**config.mk**
```make
export PLATFORM = sky130hd
export DESIGN_NAME = rtc_write_sequencer
export DESIGN_NICKNAME = d
export VERILOG_FILES = /design/src/rtl/rtc_write_sequencer.sv
export SDC_FILE = /design/constraint.sdc
export NUM_CORES = 1
export LEC_CHECK = 0
export BUFFER_PORTS_ARGS = -buffer_cell sky130_fd_sc_hd__buf_2
export CAP_MARGIN = 40
export CORE_ASPECT_RATIO = 0.75
export CORE_MARGIN = 4
export CORE_UTILIZATION = 50
export CTS_CLUSTER_DIAMETER = 50
export DETAILED_ROUTE_END_ITERATION = 7
export GPL_TIMING_DRIVEN = 1
export PLACE_DENSITY = 0.81
export SLEW_MARGIN = 30
export SYNTH_ARGS = -nofsm -noshare
export SYNTH_HDL_FRONTEND = slang
export SYNTH_SLANG_ARGS = --single-unit
```
**constraint.sdc**
```tcl
create_clock -name clk -period 7.6 [get_ports clk]
set_input_delay 1.9 -clock clk [delete_from_list [all_inputs] [get_ports clk]]
set_output_delay 1.9 -clock clk [all_outputs]
set_load 0.005 [all_outputs]
```
**src/rtl/rtc_write_sequencer.sv**
```systemverilog
// Writes the nine BCD time/date/timer fields to the external RTC over its multiplexed AD bus.
// Optional macro RTC_TIMER_WRITE_EN: when defined the three timer fields are also written.
module rtc_write_sequencer #(
   parameter int unsigned T_STROBE    = 4,
   parameter logic [7:0]  ADDR_BASE_C = 8'h21,
   parameter logic [7:0]  ADDR_BASE_T = 8'h41
) (
   input  logic       clk,
   input  logic       reset,
   input  logic       start,
   input  logic [7:0] seg_C,
   input  logic [7:0] min_C,
   input  logic [7:0] hora_C,
   input  logic [7:0] dia,
   input  logic [7:0] mes,
   input  logic [7:0] ano,
   input  logic [7:0] seg_T,
   input  logic [7:0] min_T,
   input  logic [7:0] hora_T,
   output logic [7:0] dato_out,
   output logic       bus_oe,
   output logic       cs_n,
   output logic       a_d,
   output logic       wr_n,
   output logic       rd_n,
   output logic       busy,
   output logic       done
);

`ifdef RTC_TIMER_WRITE_EN
   localparam int unsigned N_REGS = 9;
`else
   localparam int unsigned N_REGS = 6;
`endif
   localparam logic [3:0] LAST_IDX    = 4'(N_REGS - 1);
   localparam logic [3:0] STROBE_LAST = 4'(T_STROBE - 1);

   typedef enum logic [3:0] {
      IDLE, A_SETUP, A_STROBE, A_HOLD, A_GAP,
      D_SETUP, D_STROBE, D_HOLD, D_GAP, DONE
   } state_t;

   state_t                  state, state_nxt;
   logic [3:0]              idx, idx_nxt;
   logic [3:0]              cnt, cnt_nxt;
   logic [7:0]              dato_q;
   logic [7:0]              cur_addr;
   logic                    load, shift;
   logic [N_REGS*8-1:0]     shadow_q;
   logic [N_REGS*8-1:0]     fields;

`ifdef RTC_TIMER_WRITE_EN
   assign fields = {hora_T, min_T, seg_T, ano, mes, dia, hora_C, min_C, seg_C};
`else
   logic unused_timer;
   assign unused_timer = ^{hora_T, min_T, seg_T};
   assign fields = {ano, mes, dia, hora_C, min_C, seg_C};
`endif

   // Field 0 sits in the low byte; the snapshot shifts down one byte per completed register.
   always_comb begin
      if (idx < 4'd6) cur_addr = ADDR_BASE_C + {4'b0, idx};
      else            cur_addr = ADDR_BASE_T + {4'b0, idx - 4'd6};
   end

   always_ff @(posedge clk) begin
      // NOTE: sequential state uses non-blocking assignments so every register samples pre-edge values.
      if (reset) begin
         state  <= IDLE;
         idx    <= '0;
         cnt    <= '0;
         dato_q <= '0;
      end else begin
         state  <= state_nxt;
         idx    <= idx_nxt;
         cnt    <= cnt_nxt;
         dato_q <= dato_out;
      end
   end

   // NOTE: the snapshot is pure datapath, always loaded before use, so it carries no reset.
   always_ff @(posedge clk) begin
      if (load)       shadow_q <= fields;
      else if (shift) shadow_q <= shadow_q >> 8;
   end

   always_comb begin
      // NOTE: every output of this block gets a default first, so no path can infer a latch.
      state_nxt = state;
      idx_nxt   = idx;
      cnt_nxt   = cnt;
      load      = 1'b0;
      shift     = 1'b0;
      dato_out  = dato_q;
      bus_oe    = 1'b0;
      cs_n      = 1'b1;
      a_d       = 1'b0;
      wr_n      = 1'b1;
      rd_n      = 1'b1;
      busy      = 1'b1;
      done      = 1'b0;

      unique case (state)
         IDLE: begin
            busy = 1'b0;
            if (start) begin
               load      = 1'b1;
               idx_nxt   = '0;
               cnt_nxt   = '0;
               state_nxt = A_SETUP;
            end
         end
         A_SETUP, A_STROBE, A_HOLD: begin
            cs_n     = 1'b0;
            bus_oe   = 1'b1;
            dato_out = cur_addr;
            if (state == A_SETUP) begin
               state_nxt = A_STROBE;
            end else if (state == A_STROBE) begin
               wr_n = 1'b0;
               if (cnt == STROBE_LAST) begin
                  cnt_nxt   = '0;
                  state_nxt = A_HOLD;
               end else begin
                  cnt_nxt = cnt + 4'd1;
               end
            end else begin
               state_nxt = A_GAP;
            end
         end
         A_GAP: state_nxt = D_SETUP;
         D_SETUP, D_STROBE, D_HOLD: begin
            cs_n     = 1'b0;
            a_d      = 1'b1;
            bus_oe   = 1'b1;
            dato_out = shadow_q[7:0];
            if (state == D_SETUP) begin
               state_nxt = D_STROBE;
            end else if (state == D_STROBE) begin
               wr_n = 1'b0;
               if (cnt == STROBE_LAST) begin
                  cnt_nxt   = '0;
                  state_nxt = D_HOLD;
               end else begin
                  cnt_nxt = cnt + 4'd1;
               end
            end else begin
               state_nxt = D_GAP;
            end
         end
         D_GAP: begin
            shift = 1'b1;
            if (idx == LAST_IDX) begin
               state_nxt = DONE;
            end else begin
               idx_nxt   = idx + 4'd1;
               state_nxt = A_SETUP;
            end
         end
         DONE: begin
            busy      = 1'b0;
            done      = 1'b1;
            state_nxt = IDLE;
         end
         default: state_nxt = IDLE;
      endcase
   end

endmodule

```
**Word level (Yosys, flattened, before mapping)**

Index checks and enable logic that the tools add are counted.

- Reduce and logical (&&, ||, !) cells: 11
- Equal/unequal tests: 19
- Magnitude comparators: 1
- Muxes and demuxes: 35
- Add/sub/neg operators: 5

Operator list:

| cell | number |
|---|---|
| two-way mux 48 bit | 2 |
| two-way mux 4 bit | 15 |
| == test 4 x 3 -> 1 bit (second input constant) | 5 |
| case mux 4 bit (5 select lines) | 1 |
| case mux 8 bit (2 select lines) | 1 |
| == test 4 x 2 -> 1 bit (second input constant) | 3 |
| two-way mux 1 bit | 12 |
| inequality test 2 bit (second input constant) | 6 |
| case mux 4 bit (3 select lines) | 1 |
| adder 4 x 1 -> 4 bit (second input constant) | 2 |
| adder 7 x 4 -> 8 bit (first input constant) | 1 |
| == test 4 bit (second input constant) | 2 |
| two-way mux 8 bit | 1 |
| inequality test 4 bit (second input constant) | 2 |
| case mux 4 bit (2 select lines) | 1 |
| adder 6 x 4 -> 7 bit (first input constant) | 1 |
| AND reduction 3 bit | 2 |
| AND reduction 6 bit | 1 |
| OR reduction 3 bit | 2 |
| OR reduction 6 bit | 1 |
| == test 4 x 1 -> 1 bit (second input constant) | 1 |
| logical NOT 4 bit | 1 |
| < comparator 4 x 3 -> 1 bit (second input constant) | 1 |
| nonzero test 2 bit | 2 |
| other kinds (4) | 4 |

- Bits of input ports: 75
- Register bits after elaboration: 68
- Word-level logic and storage cells: 76
- Output and inout bits: 15

**Logic depth before layout (Yosys ltp)**

Gate-level depths: netlist (run 1).

- Depth after elaboration: 5
- Depth in mapped cells: 8
- Gate-level depth less buffers: 8

**Worst setup path after synthesis (run 1)**

Ideal clock, no wire load.

- Path kind: input to register
- From: input start
- To: register shadow_q[0] (enable)
- Stages: 2
- Setup slack: 3025 ps
- Data arrival time: 4116 ps
- Setup time: 459 ps
- Data required time: 7141 ps
- Buffers on the path: 0
- Path through: nor2_1 nor2b_1

- Longest elaborated chain between the ends: 3

Ends and longest elaborated chain:

| item | line | source |
|---|---|---|
| start, declared | 10 | `input logic start,` |
| two-way mux 1 bit | 106 | `if (start) begin` |
| two-way mux 1 bit | 103 | `unique case (state)` |
| nonzero test 2 bit (no line) | -- |  |
| end signal, assigned | 83 | `if (load) shadow_q <= fields;` |
| end signal, assigned | 84 | `else if (shift) shadow_q <= shadow_q >> 8;` |
| end, declared | 49 | `logic [N_REGS*8-1:0] shadow_q;` |

No other way between the ends.
A chain may end at the register's enable or synchronous reset.

**Worst setup path in the final report (run 1)**

- From: register idx[1]
- To: output dato_out[4]

- Longest elaborated chain between the ends: 4
- Elaborated cells between the ends (all ways): 6
- Those cells by class: add/sub (3); order compare (1); mux (2)

Ends and longest elaborated chain:

| item | line | source |
|---|---|---|
| start, declared | 44 | `logic [3:0] idx, idx_nxt;` |
| start signal, assigned | 75 | `idx <= idx_nxt;` |
| subtractor 4 x 3 -> 4 bit | 63 | `else cur_addr = ADDR_BASE_T + {4'b0, idx - 4'd6};` |
| adder 7 x 4 -> 8 bit | 63 |  |
| two-way mux 8 bit (*) | 62 | `if (idx < 4'd6) cur_addr = ADDR_BASE_C + {4'b0, idx};` |
| case mux 8 bit (2 select lines) (*) | 103 |  |
| end, declared | 20 | `output logic [7:0] dato_out,` |

Mark *: on every way between the ends. The rest lies on a longest branch, timed or not.

==> results of run 1 <==
cells by family (layout without fill, tap and decap cells):
family,Yosys count,after routing,synth area share (%)
and+or+nand+nor,74,74,13.86
muxes,46,46,16.76
adders and majority gates,5,5,1.909
buffers and inverters,19,84,4.123
xor gates and xnor gates,5,5,1.337
other,1,1,0.1144
DFF,68,68,56.20
AOI/OAI and AO/OA,28,28,5.690
Yosys cell counts, types with 2 or more instances:
| library cell | n |
|---|---|
| dfxtp_1 | 20 |
| mux2_4 | 10 |
| a21oi_2 | 3 |
| nor2_4 | 2 |
| a21oi_1 | 6 |
| buf_6 | 6 |
| nand2_1 | 12 |
| nand3_1 | 5 |
| buf_2 | 6 |
| nand2b_1 | 2 |
| and3b_1 | 2 |
| a211oi_1 | 2 |
| buf_4 | 3 |
| mux2i_1 | 5 |
| nor2b_1 | 7 |
| inv_1 | 2 |
| ha_1 | 5 |
| nor2_2 | 4 |
| nand4b_1 | 3 |
| edfxtp_1 | 48 |
| and2_1 | 11 |
| o21ai_0 | 8 |
| mux2_2 | 31 |
| xnor2_1 | 2 |
| xor2_1 | 3 |
| nor2_1 | 8 |
| nor3_1 | 6 |
worst max-delay path by stage:
stage | depth (start not counted) | end | startpoint
2_1_floorplan | 2 | shadow_q[0]$_DFFE_PP_ | start
3_3_place_gp | 9 | dato_out[4] | idx[1]$_SDFFE_PP0P_
3_5_place_dp | 9 | dato_out[4] | idx[1]$_SDFFE_PP0P_
4_1_cts | 9 | dato_out[4] | idx[1]$_SDFFE_PP0P_
5_1_grt | 9 | dato_out[4] | idx[1]$_SDFFE_PP0P_
6_report | 9 | dato_out[4] | idx[1]$_SDFFE_PP0P_
stage by stage:
stage / util (%) / hold slack, ps / instance area [um^2]
floorplan: - / 439.9 / 3277
global placement: 56.81 / 449.1 / 3590
detailed placement: 56.81 / 460.6 / 3590
CTS: 60.73 / 471.8 / 3837
global route: 60.73 / 505.9 / 3837
finish: 60.73 / 468.8 / 3837
metal layers:
metal	vias up	GRT usage, %
met5	-	0
met4	0	5.312
met3	8	7.105
met2	58	22.91
met1	947	18.93
li1	1020	-
critical path, cell delays in order, from the launching register on:
cell and delay (ps):
dfxtp_1 470, inv_1 130, nor3_1 190, a21o_1 110
ha_1 160, nand2b_1 80, a2111oi_0 320, a21oi_1 110
a21oi_1 180, buf_2 130
power by group:
| group | switching [W] | leakage (nW) | internal [W] |
|---|---|---|---|
| registers | 0.0000208 | 0.623 | 0.000472 |
| logic | 0.0000917 | 0.769 | 0.0000978 |
| clock network | 0.000139 | 0.120 | 0.000220 |
| total | 0.000251 | 1.51 | 0.000790 |
sequential cells by signal (all words and copies together) (netlist names):
| signal | flops |
|---|---|
| dato_q | 8 |
| cnt | 4 |
| shadow_q | 48 |
| state | 4 |
| idx | 4 |
area by class of cell:
class | count | area [um^2] | share of cell area, %
clock buffers | 9 | 123.9 | 3.228
clock inverters | 7 | 123.9 | 3.228
multi-input cells | 159 | 1308 | 34.07
flip-flops and latches | 68 | 1842 | 47.99
repair buffers | 65 | 327.8 | 8.543
well taps | 81 | 101.3 | 2.641
inverters | 3 | 11.26 | 0.2934
==> metrics.yaml, run 1 <==
run_status:
  status: "finished, final reports clean"
synthesis:
  syn-num-nets: 326
  synth.distinct_cells: 51
  synth_edf_count: 48
  synth_top_area_share_pct: 43.99
  synthTopCellsByArea: "edfxtp_1, dfxtp_1, mux2_2"
  yosysSeqAreaShare_pct: 56.20
  avgSynthCellArea_um2: 13.32
  ys_warn_count: 0
  synth_area_um2: 3277
  synth-seq-cells: 68
  synth_cells: 246
  async_flop_share_pct: 0
  synth_ff_type: "edfxtp_1"
  synth_top_area_cell: "edfxtp_1"
clock_network:
  cts_sinks: 68
  tritoncts: "yes"
  cts_root_buffer: "clkbuf_8"
  cts-hold-fix-buffers: 0
  clock_path_buffers: 2
  clkTransAtPathRegs_ps: 80
  cts_buffers: 9
  htree_levels: 3
  post-cts-setup-buffer-count: 0
  clk-insertion-delay-late_ps: 330
  cts_resized: 0
sta:
  grt_setup_unrepaired: "false"
  post-route-min-period_ps: 4103
  slew_viol_final: 0
  setup-violations-final: 0
  fin_worst_skew_ps: 8.991
  tightest_slew_ps: 744.2
  finalHoldViolCount: 0
  fin_ws_ps: 3497
  max_freq_mhz: 243.7
  slew_headroom_pct: 50.32
  fin_setup_tns_ps: 0
  min_period_over_period_pct: 53.99
worst_setup_path:
  rrSetupSlack_ps: 5340
  reg2reg_depth: 3
  rr_startpoint: "state[2]$_SDFFE_PP0P_"
  path_max_fanout: 8
  end_kind: "output pin"
  arrival_ps: 2200
  worstPathRequired_ps: 5700
  reg2reg_to: "shadow_q[26]$_DFFE_PP_"
  path_class: "reg -> out"
  start_kind: "register"
drt:
  viasPerCell: 5.186
  vias: 2033
  dr_wl_met3_um: 557
  drtPass1Iterations: 4
  drt-wirelength-per-cell_um: 14.23
  post-route-drc-count: 0
  antenna_left: 0
  wl_met1_um: 2283
  first_iter_violations: 82
  met2WireLength_um: 2661
  wirelength_um: 5578
  top_layer_used: "met4"
finish:
  diodes: 0
  drive_above_1_share_pct: 44.37
  instances_no_fill: 392
  area_delta_synth_final_pct: 17.11
  fill_cells: 514
  mostFrequentLayoutCell: "buf_2"
  final_cell_mix: "buf_2, edfxtp_1, mux2_2"
  fin_nets: 386
global_route:
  antenna_found_initial: 0
  grt_pass1_vias: 2049
  grt_pass1_wl_um: 9439
  grt-ovfl-total: 0
  grt_max_degree: 50
  grt_usage_pct: 15.12
die:
  core_area_um2: 6319
  rows: 25
  die_area_um2: 7927
  die_h_um: 78.11
  die_x_um: 101.5
  ios: 90
  start_util_pct: 51.86
placement:
  dp_cells: 376
  detailed_place_hpwl_um: 3828
  portBuffers: 64
  pre_cts_ws_ps: 3858
  gp_congestion: 0.7742
hold_path:
  hold_path_end: "dato_q[7]$_SDFF_PP0_"
  whs_path_depth: 2
  min-delay-path-class: "reg -> reg"
  min_from: "dato_q[7]$_SDFF_PP0_"
power_and_ir_drop:
  ir_worst_vdd_mv: 0.1293
  leakagePower_nw: 1.512
  p_total_w: 0.001041
  p_per_area_nw_per_um2: 271.4
job:
  max-cap-violations: 0
Note: power is estimated with default switching activity, not from simulation.
==> inputs of run 2 (changes only) <==
==> constraint.sdc (replaced) <==
create_clock -name clk -period 4.03 [get_ports clk]
set_input_delay 1.0075 -clock clk [delete_from_list [all_inputs] [get_ports clk]]
set_output_delay 1.0075 -clock clk [all_outputs]
set_load 0.005 [all_outputs]
==> run 2 against run 1 <==
- via count is the same
- flip-flop and latch count is the same
- register-to-register slack lost 3600 ps
==> metrics.yaml, run 2 (synthesis gave the netlist of run 1 again) <==
run_status:
  status: "finished, final reports clean"
clock_network:
  htree_levels: 3
  cts_resized: 0
  cts-hold-fix-buffers: 0
  tritoncts: "yes"
  clk-insertion-delay-late_ps: 340
  clkTransAtPathRegs_ps: 70
  post-cts-setup-buffer-count: 0
  clock_path_buffers: 2
  cts_buffers: 9
  cts_root_buffer: "clkbuf_8"
  cts_sinks: 68
sta:
  fin_worst_skew_ps: 6.942
  fin_setup_tns_ps: 0
  grt_setup_unrepaired: "false"
  post-route-min-period_ps: 3202
  min_period_over_period_pct: 79.44
  tightest_slew_ps: 753.1
  slew_viol_final: 0
  slew_headroom_pct: 49.73
  setup-violations-final: 0
  max_freq_mhz: 312.3
  finalHoldViolCount: 0
worst_setup_path:
  path_class: "reg -> out"
  crit_family: "compound AO/OA/AOI/OAI gates"
  path_buf_inv: 2
  reg2reg_depth: 3
  reg2reg_to: "shadow_q[15]$_DFFE_PP_"
  arrival_ps: 2190
  rr_startpoint: "state[2]$_SDFFE_PP0P_"
  path_max_fanout: 8
  worst_path_most_repeated_cell: "a21oi_1"
  end_kind: "output pin"
  crit_cells: 9
  start_kind: "register"
  path_cells: "inv_1 > nor3_1 > a21o_1 > ha_1 > nand2b_1 > a2111oi_0 > a21oi_1 > a21oi_1 > buf_2"
  worstPathRequired_ps: 3020
  cpPeakStageDelay_ps: 470
  rrSetupSlack_ps: 1780
  slowest_stage: "dfxtp_1"
power_and_ir_drop:
  leakagePower_nw: 1.478
  p_per_area_nw_per_um2: 483.8
  ir_worst_vdd_mv: 0.2529
finish:
  reg.largest.list: "shadow_q x48, dato_q x8"
  fin_nets: 386
  mostFrequentLayoutCell: "buf_2"
  instances_no_fill: 392
  final_cell_mix: "buf_2, edfxtp_1, mux2_2"
  area_delta_synth_final_pct: 15.43
  largest_reg_flops: 48
  fin_util_pct: 59.86
  fill_cells: 497
  drive_above_1_share_pct: 43.73
  regMostFlops: "shadow_q"
  diodes: 0
placement:
  portBuffers: 64
  detailed_place_hpwl_um: 3899
  gp_congestion: 0.7792
  dp_cells: 376
die:
  ios: 90
  die_h_um: 78.11
  die_x_um: 101.5
  die_area_um2: 7927
  start_util_pct: 51.86
  core_area_um2: 6319
  rows: 25
drt:
  post-route-drc-count: 0
  viasPerCell: 5.186
  wirelength_um: 5635
  first_iter_violations: 62
  drtPass1Iterations: 4
  vias: 2033
  drt-wirelength-per-cell_um: 14.38
  antenna_left: 0
global_route:
  grt_pass1_vias: 2024
  grt_pass1_wl_um: 9190
  grt_usage_pct: 14.85
  grt-ovfl-total: 0
  grt_max_degree: 50
  antenna_found_initial: 0
hold_path:
  min_from: "dato_q[7]$_SDFF_PP0_"
  whs_path_depth: 2
  hold_path_end: "dato_q[7]$_SDFF_PP0_"
  min-delay-path-class: "reg -> reg"
job:
  max-cap-violations: 0
-- run 2: worst max path at each step --
stage,slack (ps),end,from
2_1_floorplan,350,shadow_q[0]$_DFFE_PP_,start
3_3_place_gp,1290,dato_out[4],idx[1]$_SDFFE_PP0P_
3_5_place_dp,1210,dato_out[4],idx[1]$_SDFFE_PP0P_
4_1_cts,820,dato_out[4],idx[1]$_SDFFE_PP0P_
5_1_grt,600,dato_out[4],idx[1]$_SDFFE_PP0P_
6_report,830,dato_out[4],idx[1]$_SDFFE_PP0P_
-- run 2: tightest hold or removal path: stages, from the launching register on --
cell and delay [ps]:
dfxtp_1 300, nand2_1 60, a21oi_1 60
-- run 2: area by class of cell --
type,count,area (um^2),area share (%)
Clock buffer,10,127.6,3.374
Clock inverter,6,65.06,1.720
Inverter,3,11.26,0.2977
Multi-Input combinational cell,159,1308,34.57
Sequential cell,68,1842,48.69
Tap cell,81,101.3,2.679
Timing Repair Buffer,65,327.8,8.667
-- run 2: routing by layer --
metal / vias up / global-route usage [%] / part of all wire (%)
met4: 0 / 4.382 / 1.1
li1: 1014 / - / -
met3: 8 / 7.904 / 9.3
met2: 50 / 23.63 / 48
met5: - / 0 / 0
met1: 961 / 17.37 / 41
-- run 2: metrics by stage --
| stage | power, W | area (um^2) | hold slack, ps | setup WS, ps |
|---|---|---|---|---|
| floorplan | 0.001228 | 3277 | 439.9 | 347.4 |
| global placement | 0.001293 | 3590 | 447.7 | 1286 |
| detailed placement | 0.001311 | 3590 | 462.9 | 1211 |
| CTS | 0.001851 | 3782 | 473.0 | 824.8 |
| global route | 0.001925 | 3782 | 505.5 | 601.5 |
| finish | 0.001830 | 3782 | 466.5 | 828.4 |
-- run 2: where the power goes --
| part | total [W] | switching, W | internal (W) | leakage, nW |
|---|---|---|---|---|
| Sequential | 0.000931 | 0.0000405 | 0.000891 | 0.623 |
| Combinational | 0.000358 | 0.000174 | 0.000184 | 0.769 |
| Clock | 0.000541 | 0.000256 | 0.000284 | 0.0862 |
